==> src/rtl/mem_arbiter.sv <==
// Two-port round-robin arbiter in front of a single fixed-latency memory.
// Port 0 is instruction fetch, port 1 is data. One access is in flight at a time:
// IDLE -> BUSY (MEM_LAT cycles) -> DONE -> IDLE.
module mem_arbiter #(
    parameter int ADDR_W  = 32,
    parameter int DATA_W  = 32,
    parameter int MEM_LAT = 2
) (
    input  logic              clk,
    input  logic              reset,
    input  logic              req0,
    input  logic              req1,
    input  logic              we0,
    input  logic              we1,
    input  logic [ADDR_W-1:0] addr0,
    input  logic [ADDR_W-1:0] addr1,
    input  logic [DATA_W-1:0] wdata0,
    input  logic [DATA_W-1:0] wdata1,
    output logic              gnt0,
    output logic              gnt1,
    output logic              done0,
    output logic              done1,
    output logic [DATA_W-1:0] rdata,
    output logic              mem_en,
    output logic              mem_we,
    output logic [ADDR_W-1:0] mem_addr,
    output logic [DATA_W-1:0] mem_wdata,
    input  logic [DATA_W-1:0] mem_rdata,
    output logic              mux_ctl
);

    typedef enum logic [1:0] {IDLE, BUSY, DONE} state_t;

    state_t     state;
    logic [3:0] cnt;
    logic       last;    // port served most recently; loser of a tie next time
    logic       we_lat;  // write flag of the access in flight
    logic       win;

    localparam logic [3:0] LAT_M1 = 4'(MEM_LAT - 1);

    // Winner of the current arbitration: a lone requester wins, a tie goes to
    // the port that was not served last.
    always_comb begin
        win = req1;
        if (req0 && req1)
            win = ~last;
    end

    // Address and write data follow the registered select, so they are stable
    // for the whole ownership window.
    assign mem_addr  = mux_ctl ? addr1  : addr0;
    assign mem_wdata = mux_ctl ? wdata1 : wdata0;

    // Control FSM with all handshake outputs registered.
    always_ff @(posedge clk) begin
        if (reset) begin
            state   <= IDLE;
            cnt     <= 4'd0;
            mux_ctl <= 1'b0;
            last    <= 1'b1;
            we_lat  <= 1'b0;
            rdata   <= '0;
            gnt0    <= 1'b0;
            gnt1    <= 1'b0;
            done0   <= 1'b0;
            done1   <= 1'b0;
            mem_en  <= 1'b0;
            mem_we  <= 1'b0;
        end else begin
            // Strobes and completion pulses are single-cycle by default.
            mem_en <= 1'b0;
            mem_we <= 1'b0;
            done0  <= 1'b0;
            done1  <= 1'b0;
            case (state)
                IDLE: begin
                    if (req0 || req1) begin
                        state   <= BUSY;
                        mux_ctl <= win;
                        cnt     <= LAT_M1;
                        we_lat  <= win ? we1 : we0;
                        mem_en  <= 1'b1;
                        mem_we  <= win ? we1 : we0;
                        gnt0    <= ~win;
                        gnt1    <= win;
                    end
                end
                BUSY: begin
                    if (cnt == 4'd0) begin
                        // Last BUSY cycle: memory data is valid now.
                        state <= DONE;
                        if (!we_lat)
                            rdata <= mem_rdata;
                        done0 <= ~mux_ctl;
                        done1 <= mux_ctl;
                        last  <= mux_ctl;
                    end else begin
                        cnt <= cnt - 4'd1;
                    end
                end
                DONE: begin
                    state <= IDLE;
                    gnt0  <= 1'b0;
                    gnt1  <= 1'b0;
                end
                default: begin
                    state <= IDLE;
                    gnt0  <= 1'b0;
                    gnt1  <= 1'b0;
                end
            endcase
        end
    end

endmodule

==> config.mk <==
export PLATFORM = sky130hd
export DESIGN_NAME = mem_arbiter
export DESIGN_NICKNAME = d
export VERILOG_FILES = /design/src/rtl/mem_arbiter.sv
export SDC_FILE = /design/constraint.sdc
export NUM_CORES = 1
export LEC_CHECK = 0
export CORE_AREA = 2 2 106 108
export DETAILED_ROUTE_END_ITERATION = 12
export DIE_AREA = 0 0 108 110
export PLACE_DENSITY_LB_ADDON = 0.12
export SLEW_MARGIN = 40
export SYNTH_ARGS = -nofsm -noshare
export SYNTH_HDL_FRONTEND = slang
export SYNTH_SLANG_ARGS = --single-unit
==> constraint.sdc <==
create_clock -name clk -period 2.3 [get_ports clk]
set_input_delay 0.69 -clock clk [delete_from_list [all_inputs] [get_ports clk]]
set_output_delay 0.69 -clock clk [all_outputs]
set_load 0.005 [all_outputs]
==> results_dict.tcl <==
set metrics [dict create \
    status "complete, no violations" \
    io_pins 269 \
    coreArea_sq_um 10700 \
    drcViolationCount 0 \
    gp_congestion 0.912 \
    placed_area_sq_um 5550 \
    syn_area_sq_um 2780 \
    initial_core_util 0.260 \
    drv_cap 0 \
    path_max_fanout 1 \
    cts_max_path_buffers 2 \
    netlist_instances 287 \
    grt_max_degree 34 \
    ant_nets 0 \
    leakagePower_nw 2.06 \
    grt_usage 0.219 \
    skew_ns 0.00979 \
    grt_overflow 0 \
    first_pass_iters 4 \
    crit_chain "clkdlybuf4s50_1 > mux2_2 > dlygate4sd2_1" \
    ys_types 41 \
    die_h_um 110 \
    setup_violations 0 \
    clkTransAtPathRegs_ns 0.09 \
    cts_tree "yes" \
    ir_drop_v 0.000294 \
    hp-class "reg -> reg" \
    die_x_um 108 \
    finalInstanceArea_sq_um 5560 \
    ys.flop_type "dfxtp_1" \
    place_hpwl_um 10700 \
    yosysTopAreaCellShare 0.339 \
    area_growth_pct 100 \
    root_buffer "clkbuf_8" \
    row_count 38 \
    crit_type "in -> out" \
    setup.worst_path.end_class "output pin" \
    whs_ns 0.481 \
    antenna_found_initial 4 \
    synthesis.nets 455 \
    fin_cells 687 \
    max_freq_ghz 0.437 \
    clk_latency_ns 0.30 \
    cts_buffers 5 \
    htree_levels 2 \
    vias_per_cell 4.89 \
    slew_headroom 0.506 \
    syn-mean-instance-area_sq_um 9.67 \
    synth-seq-area-share 0.339 \
    maxSlewViolCount 0 \
    drive_gt1_frac 0.184 \
    synth_warnings 0 \
    grt_pass1_wl_um 19500 \
    worstPathRequired_ns 1.61 \
    nets 711 \
    cp_slowest_cell "clkdlybuf4s50_1" \
    port_buffers 268 \
    dp.cells 674 \
    rsz0062_at_grt "no" \
    ys_seq_elements 47 \
    worstMarginPinSlew_ns 0.741 \
    grt_pass1_vias 3347 \
    die_area_sq_um 11900 \
    post-route-min-period_ns 2.29 \
    async_reset_ff_frac 0 \
    cpLargestDelayFamily "buffers and inverters" \
    crit_buf_inv 2 \
    ctsHoldBuffers 0 \
    synth-edff-count 0 \
    min_period_over_period 0.994 \
    yosys.area.top_type "dfxtp_1" \
    wl_per_cell_um 19.8 \
    arrival_ns 1.60 \
    finalHoldViolCount 0 \
    wl_um 13600 \
    power_density_nw_per_um2 477 \
    synth.area.top_cells "dfxtp_1 34%, mux2_2 16%, nand4b_1 10%" \
    cp-start-kind "input pin" \
    drt-initial-drc-count 121 \
    vias 3362 \
    max_stage_delay_ns 0.39 \
    cts.sinks 47 \
]
==> cell families (layout without fill, tap and decap cells) <==
logic type               Yosys count  count (layout)  synth area share
AO/OA/AOI/OAI                     81              81             0.161
multiplexers                      66              66             0.267
AND/OR/NAND/NOR                   56              56             0.160
flip-flops                        47              47             0.339
buffers and inverters             35             292            0.0644
adder cells (fa/ha/maj)            2               2           0.00901
other                              0               3                 0
==> path summary, 6_finish.rpt <==
path | endpoint | depth (start not counted) | from | slack [ns]
worst max-delay path | mem_addr[7] | 3 | addr1[7] | 0.01
worst min-delay path | rdata[10]$_SDFFE_PP0P_ | 2 | rdata[10]$_SDFFE_PP0P_ | 0.48
worst max register to register | rdata[7]$_SDFFE_PP0P_ | 5 | cnt[0]$_SDFFE_PP0P_ | 0.34
worst min register to register | rdata[10]$_SDFFE_PP0P_ | 2 | rdata[10]$_SDFFE_PP0P_ | 0.48
==> through the flow <==
step | power [mW] | setup slack [ns] | util | setup TNS (ns)
6_report | 2.65 | 0.0134 | 0.520 | 0
3_3_place_gp | 2.11 | -0.308 | 0.519 | -14.31
3_5_place_dp | 2.12 | -0.313 | 0.519 | -14.61
2_1_floorplan | 1.42 | 0.355 | - | 0
4_1_cts | 2.70 | 0.000131 | 0.528 | 0
5_1_grt | 2.80 | 0.00246 | 0.519 | 0
==> flip-flops by register name, summed over array words and instances, names as in the netlist <==
signal   cells
cnt          4
mux_ctl      1
done1        1
done0        1
rdata       32
last         1
mem_we       1
gnt1         1
state        2
we_lat       1
mem_en       1
gnt0         1
==> final cells by class <==
| cell class | count | area, sq um |
|---|---|---|
| antenna | 3 | 7.51 |
| multi-input combinational | 205 | 1670 |
| timing repair buffer | 279 | 2630 |
| tap | 140 | 175 |
| sequential | 47 | 945 |
| inverter | 5 | 18.8 |
| clock inverter | 3 | 43.8 |
| fill | 1049 | 5130 |
| clock buffer | 5 | 68.8 |
==> worst reg2reg max path: stages, from the launching register on <==
cell and delay [ns]:
dfxtp_1 0.33, inv_1 0.12, ha_1 0.23, or3b_2 0.77, o21ai_1 0.27, a21oi_1 0.09
==> Yosys cell counts, drive strengths merged (2+ instances only) <==
cell	count
a211oi	3
a21oi	35
nand4b	32
mux2i	2
nor3	3
dfxtp	47
or3b	3
nor2	5
nor2b	2
ha	2
inv	4
buf	19
mux2	64
nand2	3
nor3b	2
o21ai	34
clkbuf	11
==> report_power, final <==
part	total [mW]	internal, mW	switching [mW]
combinational	1.11	0.644	0.464
sequential	0.928	0.881	0.0471
clock	0.619	0.324	0.295
total	2.65	1.85	0.805
==> what timing repair did <==
item	4_1_cts	5_1_grt
gates resized for setup	159	31
buffers inserted	1	0
gates cloned	1	0
setup endpoints to repair	64	30
==> per-layer routing <==
metal / GRT usage / wire (um) / vias up
met5: 0 / 37 / -
met4: 0.0522 / 267 / 6
met3: 0.0911 / 1560 / 26
met2: 0.360 / 6220 / 159
met1: 0.266 / 5550 / 1582
li1: - / - / 1589
==> cell usage in the layout, fill, tap and decap left out, types with 2 or more instances in the layout <==
cell               n
mux2_4             3
nor2_1             5
nor3_1             3
diode_2            3
a21oi_1           35
clkdlybuf4s15_1   32
buf_4              7
inv_1              4
mux2i_1            2
mux2_2            38
a211oi_1           2
buf_2             12
nand2_1            2
clkdlybuf4s50_1  187
clkbuf_2          18
o21ai_1           34
clkbuf_8           5
buf_6              2
dfxtp_1           46
ha_1               2
nand4b_1          32
mux2_1            23
dlygate4sd2_1     18
(Power assumes the default switching activity.)
